--- src/rtl/npc_lsu_pkg.sv ---
// rtl/npc_lsu_pkg.sv - shared state type and response constants for the LSU AXI-lite master
package npc_lsu_pkg;

    typedef enum logic [2:0] {
        IDLE    = 3'd0,
        RD_ADDR = 3'd1,
        RD_DATA = 3'd2,
        WR_REQ  = 3'd3,
        WR_RESP = 3'd4,
        RESP    = 3'd5,
        HUNG    = 3'd6
    } lsu_state_t;

    localparam logic [1:0] RESP_OKAY = 2'b00;

    // States in which an AXI transaction is outstanding and the watchdog runs
    function automatic logic is_busy(input lsu_state_t s);
        return (s == RD_ADDR) || (s == RD_DATA) || (s == WR_REQ) || (s == WR_RESP);
    endfunction

endpackage

--- src/rtl/axi_lite_if.sv ---
// rtl/axi_lite_if.sv - AXI-lite channel bundle between the LSU and memory
interface axi_lite_if;
    logic        arvalid;
    logic        arready;
    logic [31:0] araddr;
    logic        rvalid;
    logic        rready;
    logic [31:0] rdata;
    logic [1:0]  rresp;
    logic        awvalid;
    logic        awready;
    logic [31:0] awaddr;
    logic        wvalid;
    logic        wready;
    logic [31:0] wdata;
    logic [7:0]  wmask;
    logic        bvalid;
    logic        bready;
    logic [1:0]  bresp;

    modport master (
        output arvalid, araddr, rready, awvalid, awaddr, wvalid, wdata, wmask, bready,
        input  arready, rvalid, rdata, rresp, awready, wready, bvalid, bresp
    );

    modport slave (
        input  arvalid, araddr, rready, awvalid, awaddr, wvalid, wdata, wmask, bready,
        output arready, rvalid, rdata, rresp, awready, wready, bvalid, bresp
    );
endinterface

--- src/rtl/lsu_watchdog.sv ---
// rtl/lsu_watchdog.sv - per-transaction cycle watchdog, disabled when TIMEOUT_CYCLES is 0
module lsu_watchdog #(
    parameter int TIMEOUT_CYCLES = 1024
) (
    input  logic clk,
    input  logic reset,
    input  logic clr,
    input  logic en,
    output logic expired
);

    logic [31:0] cnt_q;
    logic [31:0] cnt_d;

    // Count enabled cycles since the last clear
    always_comb begin
        cnt_d = cnt_q;
        if (clr) begin
            cnt_d = '0;
        end else if (en) begin
            cnt_d = cnt_q + 32'd1;
        end
    end

    // Counter register
    always_ff @(posedge clk) begin
        if (!reset) begin
            cnt_q <= '0;
        end else begin
            cnt_q <= cnt_d;
        end
    end

    // Fires in the cycle whose increment brings the count up to the limit
    generate
        if (TIMEOUT_CYCLES == 0) begin : g_off
            assign expired = 1'b0;
        end else begin : g_on
            assign expired = en && !clr && (cnt_q == 32'(TIMEOUT_CYCLES - 1));
        end
    endgenerate

endmodule

--- src/rtl/lsu_axi_master.sv ---
// rtl/lsu_axi_master.sv - single-outstanding CPU load/store to AXI-lite master with watchdog
module lsu_axi_master
    import npc_lsu_pkg::*;
#(
    parameter int TIMEOUT_CYCLES = 1024
) (
    input  logic        clk,
    input  logic        reset,
    input  logic        req_valid,
    output logic        req_ready,
    input  logic        req_wen,
    input  logic [31:0] req_addr,
    input  logic [31:0] req_wdata,
    input  logic [7:0]  req_wmask,
    output logic        resp_valid,
    input  logic        resp_ready,
    output logic [31:0] resp_rdata,
    output logic        resp_err,
    axi_lite_if.master  mem
);

    lsu_state_t  state_q, state_d;
    logic [31:0] addr_q, addr_d;
    logic [31:0] wdata_q, wdata_d;
    logic [7:0]  wmask_q, wmask_d;
    logic        wen_q, wen_d;
    logic        aw_done_q, aw_done_d;
    logic        w_done_q, w_done_d;
    logic [31:0] rdata_q, rdata_d;
    logic        err_q, err_d;
    logic        timed_out_q, timed_out_d;

    logic        accept;
    logic        wd_expired;

    assign accept = req_valid && (state_q == IDLE);

    lsu_watchdog #(
        .TIMEOUT_CYCLES(TIMEOUT_CYCLES)
    ) u_watchdog (
        .clk    (clk),
        .reset  (reset),
        .clr    (accept),
        .en     (is_busy(state_q)),
        .expired(wd_expired)
    );

    // State and transaction registers; reset abandons any transaction in flight
    always_ff @(posedge clk) begin
        if (!reset) begin
            state_q     <= IDLE;
            addr_q      <= '0;
            wdata_q     <= '0;
            wmask_q     <= '0;
            wen_q       <= 1'b0;
            aw_done_q   <= 1'b0;
            w_done_q    <= 1'b0;
            rdata_q     <= '0;
            err_q       <= 1'b0;
            timed_out_q <= 1'b0;
        end else begin
            state_q     <= state_d;
            addr_q      <= addr_d;
            wdata_q     <= wdata_d;
            wmask_q     <= wmask_d;
            wen_q       <= wen_d;
            aw_done_q   <= aw_done_d;
            w_done_q    <= w_done_d;
            rdata_q     <= rdata_d;
            err_q       <= err_d;
            timed_out_q <= timed_out_d;
        end
    end

    // Next state and captured data; a watchdog expiry overrides any channel progress
    always_comb begin
        state_d     = state_q;
        addr_d      = addr_q;
        wdata_d     = wdata_q;
        wmask_d     = wmask_q;
        wen_d       = wen_q;
        aw_done_d   = aw_done_q;
        w_done_d    = w_done_q;
        rdata_d     = rdata_q;
        err_d       = err_q;
        timed_out_d = timed_out_q;
        unique case (state_q)
            IDLE: begin
                if (req_valid) begin
                    addr_d      = req_addr;
                    wdata_d     = req_wdata;
                    wmask_d     = req_wmask;
                    wen_d       = req_wen;
                    aw_done_d   = 1'b0;
                    w_done_d    = 1'b0;
                    rdata_d     = '0;
                    err_d       = 1'b0;
                    timed_out_d = 1'b0;
                    state_d     = req_wen ? WR_REQ : RD_ADDR;
                end
            end
            RD_ADDR: begin
                if (mem.arready) begin
                    state_d = RD_DATA;
                end
            end
            RD_DATA: begin
                if (mem.rvalid) begin
                    rdata_d = mem.rdata;
                    err_d   = (mem.rresp != RESP_OKAY);
                    state_d = RESP;
                end
            end
            WR_REQ: begin
                // Each channel completes on its own; both may finish in one cycle
                aw_done_d = aw_done_q || mem.awready;
                w_done_d  = w_done_q || mem.wready;
                if (aw_done_d && w_done_d) begin
                    state_d = WR_RESP;
                end
            end
            WR_RESP: begin
                if (mem.bvalid) begin
                    err_d   = (mem.bresp != RESP_OKAY);
                    state_d = RESP;
                end
            end
            RESP: begin
                if (resp_ready) begin
                    state_d = timed_out_q ? HUNG : IDLE;
                end
            end
            HUNG: begin
                state_d = HUNG;
            end
            default: begin
                state_d = IDLE;
            end
        endcase
        if (wd_expired) begin
            state_d     = RESP;
            rdata_d     = '0;
            err_d       = 1'b1;
            timed_out_d = 1'b1;
        end
    end

    // Handshake outputs decoded from the registered state only
    always_comb begin
        req_ready   = (state_q == IDLE);
        resp_valid  = (state_q == RESP);
        mem.arvalid = (state_q == RD_ADDR);
        mem.rready  = (state_q == RD_DATA);
        mem.awvalid = (state_q == WR_REQ) && !aw_done_q;
        mem.wvalid  = (state_q == WR_REQ) && !w_done_q;
        mem.bready  = (state_q == WR_RESP);
    end

    assign mem.araddr = addr_q;
    assign mem.awaddr = addr_q;
    assign mem.wdata  = wdata_q;
    assign mem.wmask  = wmask_q;
    assign resp_rdata = wen_q ? 32'd0 : rdata_q;
    assign resp_err   = err_q;

endmodule

--- src/flat_wrapper.sv ---
// flat-port wrapper written by rule: the top's interface ports become plain ports
module lsu_axi_master_flat import npc_lsu_pkg::*;
#(
    parameter int TIMEOUT_CYCLES = 1024
)
  (clk, reset, req_valid, req_ready, req_wen, req_addr, req_wdata, req_wmask, resp_valid, resp_ready, resp_rdata, resp_err, mem_arvalid, mem_araddr, mem_rready, mem_awvalid, mem_awaddr, mem_wvalid, mem_wdata, mem_wmask, mem_bready, mem_arready, mem_rvalid, mem_rdata, mem_rresp, mem_awready, mem_wready, mem_bvalid, mem_bresp);
  axi_lite_if mem_i ();
  input  logic clk;
  input  logic reset;
  input  logic req_valid;
  output logic req_ready;
  input  logic req_wen;
  input  logic [31:0] req_addr;
  input  logic [31:0] req_wdata;
  input  logic [7:0] req_wmask;
  output logic resp_valid;
  input  logic resp_ready;
  output logic [31:0] resp_rdata;
  output logic resp_err;
  output wire logic [$bits(mem_i.arvalid)-1:0] mem_arvalid;
  output wire logic [$bits(mem_i.araddr)-1:0] mem_araddr;
  output wire logic [$bits(mem_i.rready)-1:0] mem_rready;
  output wire logic [$bits(mem_i.awvalid)-1:0] mem_awvalid;
  output wire logic [$bits(mem_i.awaddr)-1:0] mem_awaddr;
  output wire logic [$bits(mem_i.wvalid)-1:0] mem_wvalid;
  output wire logic [$bits(mem_i.wdata)-1:0] mem_wdata;
  output wire logic [$bits(mem_i.wmask)-1:0] mem_wmask;
  output wire logic [$bits(mem_i.bready)-1:0] mem_bready;
  input wire logic [$bits(mem_i.arready)-1:0] mem_arready;
  input wire logic [$bits(mem_i.rvalid)-1:0] mem_rvalid;
  input wire logic [$bits(mem_i.rdata)-1:0] mem_rdata;
  input wire logic [$bits(mem_i.rresp)-1:0] mem_rresp;
  input wire logic [$bits(mem_i.awready)-1:0] mem_awready;
  input wire logic [$bits(mem_i.wready)-1:0] mem_wready;
  input wire logic [$bits(mem_i.bvalid)-1:0] mem_bvalid;
  input wire logic [$bits(mem_i.bresp)-1:0] mem_bresp;
  assign mem_arvalid = mem_i.arvalid;
  assign mem_araddr = mem_i.araddr;
  assign mem_rready = mem_i.rready;
  assign mem_awvalid = mem_i.awvalid;
  assign mem_awaddr = mem_i.awaddr;
  assign mem_wvalid = mem_i.wvalid;
  assign mem_wdata = mem_i.wdata;
  assign mem_wmask = mem_i.wmask;
  assign mem_bready = mem_i.bready;
  assign mem_i.arready = mem_arready;
  assign mem_i.rvalid = mem_rvalid;
  assign mem_i.rdata = mem_rdata;
  assign mem_i.rresp = mem_rresp;
  assign mem_i.awready = mem_awready;
  assign mem_i.wready = mem_wready;
  assign mem_i.bvalid = mem_bvalid;
  assign mem_i.bresp = mem_bresp;
  lsu_axi_master #(.TIMEOUT_CYCLES(TIMEOUT_CYCLES)) u_core (.clk(clk), .reset(reset), .req_valid(req_valid), .req_ready(req_ready), .req_wen(req_wen), .req_addr(req_addr), .req_wdata(req_wdata), .req_wmask(req_wmask), .resp_valid(resp_valid), .resp_ready(resp_ready), .resp_rdata(resp_rdata), .resp_err(resp_err), .mem(mem_i));
endmodule
--- config.mk ---
export PLATFORM = sky130hd
export DESIGN_NAME = lsu_axi_master_flat
export DESIGN_NICKNAME = d
export VERILOG_FILES = /design/src/rtl/npc_lsu_pkg.sv /design/src/rtl/axi_lite_if.sv /design/src/rtl/lsu_watchdog.sv /design/src/rtl/lsu_axi_master.sv /design/src/flat_wrapper.sv
export SDC_FILE = /design/constraint.sdc
export NUM_CORES = 1
export LEC_CHECK = 0
export CORE_ASPECT_RATIO = 0.7
export CORE_MARGIN = 2
export CORE_UTILIZATION = 30
export CTS_CLUSTER_DIAMETER = 200
export CTS_CLUSTER_SIZE = 20
export DETAILED_ROUTE_END_ITERATION = 12
export GPL_ROUTABILITY_DRIVEN = 1
export GPL_TIMING_DRIVEN = 0
export PLACE_DENSITY = 0.58
export SLEW_MARGIN = 20
export SYNTH_ARGS = -nofsm -noshare
export SYNTH_HDL_FRONTEND = slang
export SYNTH_HIERARCHICAL = 1
export SYNTH_SLANG_ARGS = --single-unit
--- constraint.sdc ---
create_clock -name clk -period 4.8 [get_ports clk]
set_input_delay 0.96 -clock clk [delete_from_list [all_inputs] [get_ports clk]]
set_output_delay 0.96 -clock clk [all_outputs]
set_load 0.03 [all_outputs]
==> results by stage <==
Outcome:
- The run finished with clean final reports.

Floorplanning:
- The floorplan core area is 21,600 um^2.
- The area of the die is 23,100 um^2.
- From left edge to right edge, the die measures 181 um.
- The number of placed I/O pins is 262.
- After floorplanning, the core was divided into 45 placement rows.
- The effective utilization at floorplan is 0.304.
- The die is 128 um tall.

Clocking:
- The clock-pin slew reported for the worst setup and hold paths after clock tree synthesis is 60 ps.
- The H-tree generated during clock tree synthesis spans 4 levels.
- The setup fix buffers added after clock tree synthesis is 0.
- The clock passes through at most 2 buffers.
- The clock reaches the later pin of the worst-skew pair after 420 ps.
- In this run the clock root is driven by a clkbuf_16.
- The number of clock sinks seen by CTS is 144.
- The number of buffers added by the clock tree synthesis step is 17.
- TritonCTS built the clock tree.
- After clock tree synthesis, the repair step resized 0 gates.
- Buffers inserted to repair hold after CTS numbered 0.

STA:
- The transition time at the pin with the least slew margin is 795 ps.
- Clock skew on the completed layout was measured at 13.6 ps.
- The setup slack after layout is 1020 ps.
- Headroom to the max-slew limit came out at 0.466.
- The number of setup violations in the final report is 0.
- The final critical delay including setup and external delays is 3780 ps.
- The hold slack is 447 ps.
- The achievable frequency is 264 MHz.
- The final max-slew violation count is 0.
- The final-report hold violation count is 0.
- In the finished design, the share of the clock period the worst path needs comes to 0.788.
- The setup total negative slack is 0 ps.
- Setup repair after global routing left no endpoint under its margin.

Route:
- The highest routed metal layer is met4.
- The routed design has 21.2 mm of wire.
- The total routed wire length on the met1 layer is 10.2 mm.
- The met2 wire length is 9.36 mm.
- In this run, the number of DRC markers left after iteration 0 of detailed routing was 357.
- After detailed routing, the number of vias per cell comes to 4.76.
- The total met3 wirelength after detailed routing is 1.37 mm.
- The first TritonRoute pass finished after 4 iterations.
- Dividing the detail-routed wire length by the instance count gives 15.6 um.
- In this run the remaining antenna-violating nets after routing total 0.
- After detailed routing, the number of remaining DRC violations is 0.
- The routed layout has 6,484 vias.

Placement:
- The half-perimeter wire length of the detailed placement result is 16.3 mm.
- The routability congestion estimate from global placement is 0.836.
- The post-detailed-placement cell area is 9520 um^2.
- The worst setup timing slack at the placement stage is 630 ps.
- Port buffering added 260 buffers.

Logic synthesis:
- The mean instance size in the synthesized netlist is 8.34 um^2.
- Counting flops with a built-in enable in the synthesized netlist gives 0.
- The share of the Yosys chip area taken by registers is 0.439.
- Summed over all instances, the cell type with the most area after synthesis is dfxtp_1.
- The distinct cell type count of the synthesized netlist is 57.
- Yosys attributes the largest share of cell area to dfxtp_1 44%, nand2_1 11%, a21boi_1 6.9%.
- The synthesized flop and latch total is 144.
- The post-synthesis async set-or-reset flop share is 0.
- The most used flip-flop cell after synthesis is dfxtp_1.
- When the netlist entered floorplanning its net count stood at 906.
- In this run the cell area of the synthesized design comes to 6560 um^2.
- Yosys printed 6 warnings.
- The share of synthesized area in the top cell type comes to 0.439.
- The synthesized instance count is 787.

Final layout:
- The most common cell after layout, fill and taps aside is clkdlybuf4s50_1.
- The area growth from synthesis to layout is 54.0%.
- The library cells used most frequently in the layout, excluding fill and tap cells, are 260 x clkdlybuf4s50_1, 194 x nand2_1, 144 x dfxtp_1, 60 x a21boi_1, 48 x a21oi_1.
- Of the cells placed in the final design, the portion with a size suffix greater than 1 is 0.104.
- After routing the design area is 10,100 um^2.
- The diode insertion count for antenna repair is 0.
- The final net count is 1,185.

Worst setup path:
- Data on the critical path arrives at its endpoint at 4070 ps.
- The category of the most critical setup path is input port to flip-flop.
- The critical path data required time is 5090 ps.
- The type of origin of the critical path is an input port.
- The type of element capturing the critical path is a flip-flop.
- The largest driver fanout on the critical path is 12.

Global route:
- The initial antenna violation count is 0.
- The total overflow left after global routing is 0.
- The via count of the first global-routing pass was 6,055.
- The maximum number of pins on one net before global-route repair is 17.
- For this run, the total global-route usage over all layers was measured as 0.181.
- The wire length of the first global-routing pass is 33.2 mm.

Power:
- For this design the total switching power over the nets is 0.00141 W.
- The power density relative to cell area is 397 nW/um^2.
- The switching part of the total is 0.351.
- The worst ir drop on vdd is 0.000183 V.
- The share of total power dissipated in combinational logic is 0.325.
- Summed over all cells, the static leakage comes to 3.67 nW.
- The sequential power share is 0.343.
- Of the total power, the clock network draws 0.332.
- The cell internal power dissipation is 0.00260 W.

Job:
- Across the run, the number of max-cap violations was 0.

Min path:
- The path class of the lowest-slack min-delay path is flip-flop to flip-flop.
==> routing by layer <==
layer / GRT usage / up-vias
met5: 0 / -
met1: 0.252 / 3020
li1: - / 3252
met4: 0.0436 / 0
met3: 0.0500 / 20
met2: 0.278 / 192
==> logic make-up after synthesis <==
logic type	Yosys count	share of synthesized area
simple gates	370	0.280
compound gates	158	0.162
flops	144	0.439
buf+inv	96	0.0908
xor+xnor	11	0.0147
mux	7	0.0116
fa+ha+maj	1	0.00191
==> flip-flops by register name, summed over array words and instances (netlist names) <==
signal / cells
u_core/state_q: 3
u_core/u_watchdog/cnt_q: 32
u_core/timed_out_q: 1
u_core/rdata_q: 32
u_core/mem.araddr: 32
u_core/mem.wmask: 8
u_core/mem.wdata: 32
u_core/aw_done_q: 1
u_core/resp_err: 1
u_core/wen_q: 1
u_core/w_done_q: 1
==> cell type report <==
class | instances | area (um^2)
fill | 2165 | 11500
multi-input combinational | 547 | 3080
sequential | 144 | 2880
timing repair buffer | 260 | 2600
buffer | 90 | 573
clock buffer | 18 | 439
tap | 282 | 353
clock inverter | 14 | 146
inverter | 6 | 22.5
==> cells in the mapped netlist (all sizes together), types with 2 or more instances <==
cell and n:
nor4 11, clkbuf 23, or3 4, buf 67, and2 2, nand3 12, o311a 2, o21a 3
a21boi 73, nor2 26, a22oi 2, or4 12, o22ai 2, and4 7, a31oi 2, inv 6
nor3 6, xnor2 6, nand2 196, dfxtp 144, nand2b 6, mux2 2, o31ai 11, nor2b 38
mux2i 5, o21ai 6, a211oi 2, xor2 5, a21oi 48, nor3b 2, nand4 45
==> metrics by stage <==
stage               utilization  power, W  instances
floorplan                     -   0.00217        787
global placement          0.441   0.00271       1329
detailed placement        0.441   0.00272       1329
CTS                       0.469   0.00406       1361
global route              0.469   0.00422       1361
finish                    0.469   0.00401       1361
==> power by group through the flow <==
stage	Combinational [W]	Clock [W]	Sequential [W]
final	0.00130	0.00133	0.00138
after global routing	0.00140	0.00142	0.00139
after floorplan	0.000626	0	0.00155
after global placement	0.00131	0	0.00140
after detailed placement	0.00131	0	0.00141
after CTS	0.00131	0.00137	0.00138
==> critical path: stages <==
cell and delay, ps:
clkdlybuf4s50_1 480, nand2_2 180, inv_2 50, buf_2 210, nor4_1 290, nand4_1 170, nor3_1 680, nand2b_1 190
clkbuf_1 290, clkbuf_1 460, a21oi_1 90
==> final timing paths <==
check	from	endpoint	slack, ps	cells after the start
worst min register to register	u_core/rdata_q[24]$_SDFFE_PP0P_	u_core/rdata_q[24]$_SDFFE_PP0P_	450	2
worst max-delay path	req_valid	u_core/rdata_q[30]$_SDFFE_PP0P_	1020	11
worst max register to register	u_core/state_q[1]$_SDFFE_PP0P_	u_core/rdata_q[30]$_SDFFE_PP0P_	1050	12
worst min-delay path	u_core/rdata_q[24]$_SDFFE_PP0P_	u_core/rdata_q[24]$_SDFFE_PP0P_	450	2
(Power assumes the default switching activity.)
